File: config.mk
export PLATFORM = sky130hd
export DESIGN_NAME = slot_scheduler
export DESIGN_NICKNAME = d
export VERILOG_FILES = /design/src/rtl/slot_scheduler.sv
export SDC_FILE = /design/constraint.sdc
export NUM_CORES = 1
export LEC_CHECK = 0
export CAP_MARGIN = 20
export CORE_MARGIN = 3
export CORE_UTILIZATION = 35
export CTS_CLUSTER_DIAMETER = 80
export CTS_CLUSTER_SIZE = 10
export DETAILED_ROUTE_END_ITERATION = 8
export SYNTH_ARGS = -nofsm -noshare
export SYNTH_HDL_FRONTEND = slang
export SYNTH_SLANG_ARGS = --single-unit
File: constraint.sdc
create_clock -name clk -period 3.7 [get_ports clk]
set_clock_uncertainty 0.2 [all_clocks]
set_input_delay 1.11 -clock clk [delete_from_list [all_inputs] [get_ports clk]]
set_output_delay 1.11 -clock clk [all_outputs]
set_load 0.02 [all_outputs]
File: src/rtl/slot_scheduler.sv
// Round-robin time-slot sequencer: walks the enabled slots of a frame, holding each
// for a programmable dwell, and drives 4'hF whenever no slot is active.
module slot_scheduler #(
  parameter int NUM_SLOTS = 9,
  parameter int DWELL_W   = 8
) (
  input  logic                 clk,
  input  logic                 reset,
  input  logic                 enable,
  input  logic [NUM_SLOTS-1:0] slot_mask,
  input  logic [DWELL_W-1:0]   dwell,
  input  logic                 advance,
  input  logic                 hold,
  output logic [3:0]           current_slot,
  output logic                 slot_valid,
  output logic                 slot_start,
  output logic                 frame_wrap
);

  typedef enum logic {IDLE = 1'b0, DWELL = 1'b1} state_t;

  localparam logic [3:0] NO_SLOT = 4'hF;

  function automatic logic [3:0] lowest_set(input logic [NUM_SLOTS-1:0] m);
    logic [3:0] idx;
    idx = NO_SLOT;
    for (int i = NUM_SLOTS - 1; i >= 0; i--) begin
      if (m[i]) idx = 4'(i);
    end
    return idx;
  endfunction

  function automatic logic [3:0] lowest_above(input logic [NUM_SLOTS-1:0] m,
                                              input logic [3:0]           cur);
    logic [3:0] idx;
    idx = NO_SLOT;
    for (int i = NUM_SLOTS - 1; i >= 0; i--) begin
      if (m[i] && (i > int'(cur))) idx = 4'(i);
    end
    return idx;
  endfunction

  state_t             r_state;
  logic [DWELL_W-1:0] r_cnt;
  logic [3:0]         r_slot;
  logic               r_valid;
  logic               r_start;
  logic               r_wrap;

  state_t             w_state_n;
  logic [DWELL_W-1:0] w_cnt_n;
  logic [3:0]         w_slot_n;
  logic               w_valid_n;
  logic               w_start_n;
  logic               w_wrap_n;

  logic [3:0]         w_first;
  logic [3:0]         w_above;
  logic [3:0]         w_next;
  logic               w_any;
  logic               w_end;
  logic [DWELL_W-1:0] w_load;

  assign w_first = lowest_set(slot_mask);
  assign w_above = lowest_above(slot_mask, r_slot);
  assign w_next  = (w_above != NO_SLOT) ? w_above : w_first;
  assign w_any   = |slot_mask;
  // A zero dwell behaves like one cycle, so the reload value saturates at zero.
  assign w_load  = (dwell == '0) ? '0 : dwell - DWELL_W'(1);
  assign w_end   = advance || (!hold && (r_cnt == '0));

  always_comb begin
    w_state_n = r_state;
    w_cnt_n   = r_cnt;
    w_slot_n  = r_slot;
    w_valid_n = r_valid;
    w_start_n = 1'b0;
    w_wrap_n  = 1'b0;
    case (r_state)
      IDLE: begin
        w_slot_n  = NO_SLOT;
        w_valid_n = 1'b0;
        if (enable && w_any) begin
          w_state_n = DWELL;
          w_slot_n  = w_first;
          w_valid_n = 1'b1;
          w_start_n = 1'b1;
          w_cnt_n   = w_load;
        end
      end
      DWELL: begin
        if (!enable) begin
          w_state_n = IDLE;
          w_slot_n  = NO_SLOT;
          w_valid_n = 1'b0;
        end else if (w_end) begin
          // The mask seen on the deciding cycle picks the successor, or idles the sequencer.
          if (!w_any) begin
            w_state_n = IDLE;
            w_slot_n  = NO_SLOT;
            w_valid_n = 1'b0;
          end else begin
            w_slot_n  = w_next;
            w_start_n = 1'b1;
            w_wrap_n  = (w_next <= r_slot);
            w_cnt_n   = w_load;
          end
        end else if (!hold) begin
          w_cnt_n = r_cnt - DWELL_W'(1);
        end
      end
      default: begin
        w_state_n = IDLE;
        w_slot_n  = NO_SLOT;
        w_valid_n = 1'b0;
      end
    endcase
  end

  always_ff @(posedge clk or posedge reset) begin
    if (reset) begin
      r_state <= IDLE;
      r_cnt   <= '0;
      r_slot  <= NO_SLOT;
      r_valid <= 1'b0;
      r_start <= 1'b0;
      r_wrap  <= 1'b0;
    end else begin
      r_state <= w_state_n;
      r_cnt   <= w_cnt_n;
      r_slot  <= w_slot_n;
      r_valid <= w_valid_n;
      r_start <= w_start_n;
      r_wrap  <= w_wrap_n;
    end
  end

  assign current_slot = r_slot;
  assign slot_valid   = r_valid;
  assign slot_start   = r_start;
  assign frame_wrap   = r_wrap;

endmodule

==> impl_metrics.json, run 1 <==
{
  "status": "completed",
  "crit_type": "input port to flip-flop",
  "cts.clk_slew.worst_paths_ns": 0.07,
  "highest_layer": "met4",
  "yosys_most_used_dff": "dfrtp_1",
  "fmax_ghz": 0.279,
  "overflow": 0,
  "mostFrequentLayoutCell": "clkdlybuf4s50_1",
  "insertion_delay_ns": 0.25,
  "rr_startpoint": "current_slot[1]",
  "peakVddDrop_v": 0.000298,
  "hold_depth": 1,
  "hpwl_um": 3240,
  "r2r_cells": 10,
  "share_comb_of_total_power_pct": 42.7,
  "instances_no_fill": 267,
  "area_delta_synth_final_pct": 30.6,
  "rows": 22,
  "synth_nets": 209,
  "timing.final.crit_share_pct": 96.7,
  "clock-root-buffer": "clkbuf_8",
  "totalPowerFinal_w": 0.000710,
  "routedWlPerCell_um": 14.9,
  "synth_warnings": 0,
  "grt_setup_unrepaired": "no",
  "start_kind": "input port",
  "post_cts_buffers": 0,
  "synth_largest_area_cell": "dfrtp_1",
  "antenna_found_initial": 0,
  "routed_wirelength_um": 3980,
  "drc": 0,
  "slew_viol_final": 0,
  "start_util_pct": 38.3,
  "final_cell_mix": "clkdlybuf4s50_1 (28), nand2_1 (21)",
  "ctsResizeCount": 0,
  "clock_path_buffers": 2,
  "setup_viol": 0,
  "drive_gt1_share_pct": 12.3,
  "grt_pass1_wl_um": 6660,
  "vias": 1536,
  "nNetsFinal": 248,
  "slew_headroom_pct": 58.4,
  "synth_edf_count": 0,
  "drv_cap": 0,
  "wl_met1_um": 1960,
  "drt-initial-drc-count": 90,
  "grt_max_degree": 17,
  "met3RoutedLength_um": 222,
  "dieArea_mm2": 0.00503,
  "ios": 29,
  "min_from": "slot_valid",
  "synth_top_area_share_pct": 20.3,
  "fp.dieH_um": 71.0,
  "synth_cells": 181,
  "coreArea_mm2": 0.00385,
  "h-tree-depth": 1,
  "critPathRequiredTime_ns": 3.68,
  "p_switching_w": 0.000259,
  "numCtsBuffers": 3,
  "yosysUniqueCellTypes": 56,
  "final_util_pct": 50.0,
  "tightest_slew_ns": 0.623,
  "powerDensity_mw_per_mm2": 368,
  "via_per_inst": 5.75,
  "place_congestion": 0.945,
  "p_leak_nw": 0.787,
  "numPlacedInstances": 263,
  "cts_hold_buffers": 0,
  "worstPathArrival_ns": 3.56,
  "async_flop_share_pct": 100,
  "swShare_pct": 36.5,
  "io_buffer_count": 28,
  "period_minus_slack_ns": 3.58,
  "die_x_um": 71.0,
  "ys_ff_latch": 16,
  "grt_pass1_vias": 1434,
  "first_pass_iters": 4,
  "yosysSeqAreaShare_pct": 27.5,
  "ant_nets": 0,
  "crit_path_start": "slot_mask[5]",
  "synth_area_per_cell_um2": 8.16,
  "synth_area_mm2": 0.00148,
  "grt.total_usage_pct": 16.0,
  "path_max_fanout": 3,
  "end_kind": "flip-flop",
  "tritoncts": "yes",
  "clkPwrFrac_pct": 21.9,
  "hold_viol": 0,
  "pwr-share-seq_pct": 35.5,
  "antenna_cells": 0,
  "clock_sinks": 16,
  "hp-class": "flip-flop to flip-flop",
  "p_int_w": 0.000451,
  "dr_wl_met2_um": 1770,
  "synthTopCellsByArea": "dfrtp_1 (20%), dfstp_2 (7.1%), nand2_1 (5.3%), ha_1 (5.1%), a21oi_1 (4.1%)"
}
-- sequential cells by signal (all words and copies together) (netlist names) --
| signal | cells |
|---|---|
| frame_wrap | 1 |
| r_state | 1 |
| slot_start | 1 |
| current_slot | 4 |
| slot_valid | 1 |
| r_cnt | 8 |
-- per-layer routing --
layer,global-route usage (%),vias up
li1,-,762
met1,23.5,731
met2,22.9,39
met3,4.12,4
met4,4.38,0
met5,0,-
-- power by group through the flow --
stage	logic [W]	registers, W	clock network, W
after floorplan	0.000192	0.000244	0
after global placement	0.000291	0.000250	0
after detailed placement	0.000300	0.000255	0
after CTS	0.000301	0.000252	0.000162
after global routing	0.000333	0.000259	0.000170
final	0.000303	0.000252	0.000155
-- logic make-up (layout without fill, tap and decap cells) --
logic type / Yosys count / count (layout) / share of synthesized area, %
XOR/XNOR: 5 / 5 / 2.97
AO/OA/AOI/OAI: 67 / 67 / 34.7
adder cells (fa/ha/maj): 6 / 6 / 5.08
buffers and inverters: 18 / 56 / 5.34
AND/OR/NAND/NOR: 69 / 69 / 24.4
flip-flops: 16 / 16 / 27.5
-- cell type report --
cell class	instances	area, um2
fillers	378	1930
multi-input cells	147	992
flip-flops and latches	16	405
repair buffers	40	370
well taps	48	60.1
clock buffers	4	55.1
inverters	12	45.0
-- cells in the mapped netlist (2+ instances only) --
master / number
nand2_1: 21
a21oi_1: 12
dfrtp_1: 12
inv_1: 12
nor2_1: 12
nor3_1: 7
o21ai_0: 7
o21ai_1: 7
ha_1: 6
nand2b_1: 6
o22a_1: 6
dfstp_2: 4
a22oi_1: 3
buf_2: 3
nand4_1: 3
nor2b_1: 3
nor4_1: 3
o21a_1: 3
xnor2_1: 3
a221o_1: 2
a221oi_1: 2
clkbuf_1: 2
nand3_1: 2
nand3b_1: 2
o21bai_1: 2
o2bb2ai_1: 2
o31ai_1: 2
o32a_1: 2
or3_1: 2
xor2_1: 2
-- stage by stage --
step | setup slack (ns) | hold slack (ns) | setup TNS, ns | instance area, um2
after detailed placement | -0.0835 | 0.282 | -0.0835 | 1870
after CTS | 0.173 | 0.308 | 0 | 1930
after global routing | 0.0298 | 0.351 | 0 | 1930
after floorplan | 0.390 | 0.294 | 0 | 1480
final | 0.121 | 0.305 | 0 | 1930
after global placement | 0.0467 | 0.278 | 0 | 1870
-- critical path: stages --
cell and delay [ns]:
clkdlybuf4s50_1 0.41, or2_0 0.24, a32o_1 0.25, nor4_1 0.42, a21oi_1 0.13, ha_1 0.31, nor2b_1 0.14, o21a_1 0.17
o21ai_0 0.17, nand2b_1 0.08, a21oi_1 0.12
-- final timing paths --
path / endpoint / slack (ns)
max: frame_wrap / 0.12
min: slot_valid / 0.30
max reg2reg: frame_wrap / 0.79
min reg2reg: slot_valid / 0.30
max in group asynchronous: r_state / 1.86
min in group asynchronous: r_cnt[4] / 1.03
Note: power is estimated with default switching activity, not from simulation.
==> inputs of run 2 (changes only) <==
--- a/config.mk
+++ b/config.mk
@@ -6,7 +6,7 @@
 export NUM_CORES = 1
 export LEC_CHECK = 0
 export CAP_MARGIN = 20
-export CORE_MARGIN = 3
+export CORE_MARGIN = 2
 export CORE_UTILIZATION = 35
 export CTS_CLUSTER_DIAMETER = 80
 export CTS_CLUSTER_SIZE = 10
==> run 2 against run 1 <==
Core utilization is 2.5 points lower. Clock-buffer cell count unchanged. Global-route usage grew 2.1 points. Hold slack worse by 0.013 ns. Clock power hardly changed. Via count fell by 1.6%. Final cell count unchanged. Routed wire length fell by 4.5%. Critical path depth is the same. Critical endpoint unchanged. Largest power group unchanged. Highest routed layer unchanged.
==> impl_metrics.json, run 2 (synthesis gave the netlist of run 1 again) <==
{
  "final_cell_mix": "clkdlybuf4s50_1 (28), nand2_1 (21)",
  "crit_type": "input port to flip-flop",
  "hp-class": "flip-flop to flip-flop",
  "routedWlPerCell_um": 14.2,
  "cts.clk_slew.worst_paths_ns": 0.07,
  "h-tree-depth": 1,
  "drc": 0,
  "ctsResizeCount": 0,
  "fillers": 421,
  "ios": 29,
  "overflow": 0,
  "dieArea_mm2": 0.00475,
  "whs_ns": 0.291,
  "p_leak_nw": 0.777,
  "tritoncts": "yes",
  "timing.final.crit_share_pct": 95.3,
  "first_pass_iters": 4,
  "clkPwrFrac_pct": 22.4,
  "vias": 1511,
  "totalPowerFinal_w": 0.000705,
  "clock_sinks": 16,
  "coreArea_mm2": 0.00403,
  "numCtsBuffers": 3,
  "rr_startpoint": "current_slot[1]",
  "start_util_pct": 36.6,
  "place_congestion": 0.887,
  "nNetsFinal": 246,
  "io_buffer_count": 28,
  "insertion_delay_ns": 0.25,
  "antenna_found_initial": 0,
  "hold_viol": 0,
  "antenna_cells": 0,
  "cts_hold_buffers": 0,
  "p_switching_w": 0.000256,
  "tns_ns": 0,
  "cp_num_buf_inv": 1,
  "pwr-share-seq_pct": 35.4,
  "grt_pass1_vias": 1471,
  "fmax_ghz": 0.283,
  "swShare_pct": 36.2,
  "area_delta_synth_final_pct": 29.7,
  "crit_path_cell_trace": "clkdlybuf4s50_1 -> or2_0 -> a32o_1 -> nor4_1 -> a21oi_1 -> ha_1 -> nor2b_1 -> o21a_1 -> o21ai_0 -> nand2b_1 -> a21oi_1",
  "p_int_w": 0.000450,
  "cpMostUsedCell": "a21oi_1",
  "worst_path_max_delay_cell": "clkdlybuf4s50_1",
  "path_max_fanout": 4,
  "r2r_cells": 10,
  "routed_wirelength_um": 3800,
  "reg2reg_slack_ns": 0.83,
  "die_x_um": 69.0,
  "hpwl_um": 3060,
  "drive_gt1_share_pct": 11.5,
  "via_per_inst": 5.66,
  "fp.dieH_um": 69.0,
  "critPathMaxStageDelay_ns": 0.42,
  "powerDensity_mw_per_mm2": 368,
  "post_cts_buffers": 0,
  "peakVddDrop_v": 0.000229,
  "grt_max_degree": 17,
  "largest-register": "r_cnt",
  "crit_path_start": "slot_mask[5]",
  "share_comb_of_total_power_pct": 42.3,
  "ant_nets": 0,
  "grt_setup_unrepaired": "no",
  "setup_viol": 0,
  "r2r-end": "frame_wrap",
  "tightest_slew_ns": 0.618,
  "clock_path_buffers": 2,
  "period_minus_slack_ns": 3.53,
  "rows": 23,
  "critPathRequiredTime_ns": 3.68,
  "slew_viol_final": 0,
  "largest_reg_flops": 8,
  "mostFrequentLayoutCell": "clkdlybuf4s50_1",
  "cp.depth": 11,
  "drt-initial-drc-count": 95,
  "start_kind": "input port",
  "drv_cap": 0,
  "worstPathArrival_ns": 3.51,
  "status": "completed",
  "end_kind": "flip-flop",
  "grt.total_usage_pct": 18.0,
  "path_delay_family": "simple AND/OR/NAND/NOR gates",
  "crit_end": "frame_wrap",
  "clock-root-buffer": "clkbuf_8",
  "slew_headroom_pct": 58.8,
  "min_from": "slot_valid",
  "grt_pass1_wl_um": 6560
}
run 2: changes by cell type in the layout (fill, tap and decap cells not counted), sizes merged:
cell  before  now
buf       12   10
run 2: power by group through the flow:
stage / registers (W) / logic [W] / clock network [W]
3_3_place_gp: 0.000250 / 0.000290 / 0
3_5_place_dp: 0.000252 / 0.000298 / 0
6_report: 0.000249 / 0.000298 / 0.000158
5_1_grt: 0.000257 / 0.000333 / 0.000170
2_1_floorplan: 0.000244 / 0.000192 / 0
4_1_cts: 0.000249 / 0.000299 / 0.000164
run 2: layer usage:
layer | GRT usage (%) | vias up | routed length, um
met2 | 29.7 | 28 | 1820
met1 | 24.5 | 718 | 1840
li1 | - | 763 | -
met5 | 0 | - | 0
met3 | 3.41 | 2 | 120
met4 | 3.92 | 0 | 21
run 2: cell type report:
| class | count | area, um2 | share of cell area (%) |
|---|---|---|---|
| multi-input cells | 147 | 992 | 51.8 |
| flip-flops and latches | 16 | 405 | 21.2 |
| repair buffers | 38 | 355 | 18.5 |
| well taps | 50 | 62.6 | 3.27 |
| clock buffers | 4 | 55.1 | 2.87 |
| inverters | 12 | 45.0 | 2.35 |
run 2: metrics by stage:
stage	cells	utilization, %	area, um2	worst slack (ns)
after floorplan	181	-	1480	0.390
after global placement	263	46.2	1860	0.0292
after detailed placement	263	46.2	1860	-0.0735
after CTS	267	47.5	1920	0.187
after global routing	267	47.5	1920	0.0177
final	267	47.5	1920	0.172
run 2: worst min path at each step:
stage	cells past startpoint	endpoint
finish	1	slot_valid
global route	1	slot_valid
CTS	1	slot_valid
detailed placement	1	slot_valid
global placement	1	slot_valid
floorplan	1	r_cnt[7]
==> inputs of run 3 (changes only) <==
--- a/config.mk
+++ b/config.mk
@@ -5,7 +5,6 @@
 export SDC_FILE = /design/constraint.sdc
 export NUM_CORES = 1
 export LEC_CHECK = 0
-export CAP_MARGIN = 20
 export CORE_MARGIN = 2
 export CORE_UTILIZATION = 35
 export CTS_CLUSTER_DIAMETER = 80
==> results of run 3 <==
Final layout, timing and power as in run 2 (identical DEF).
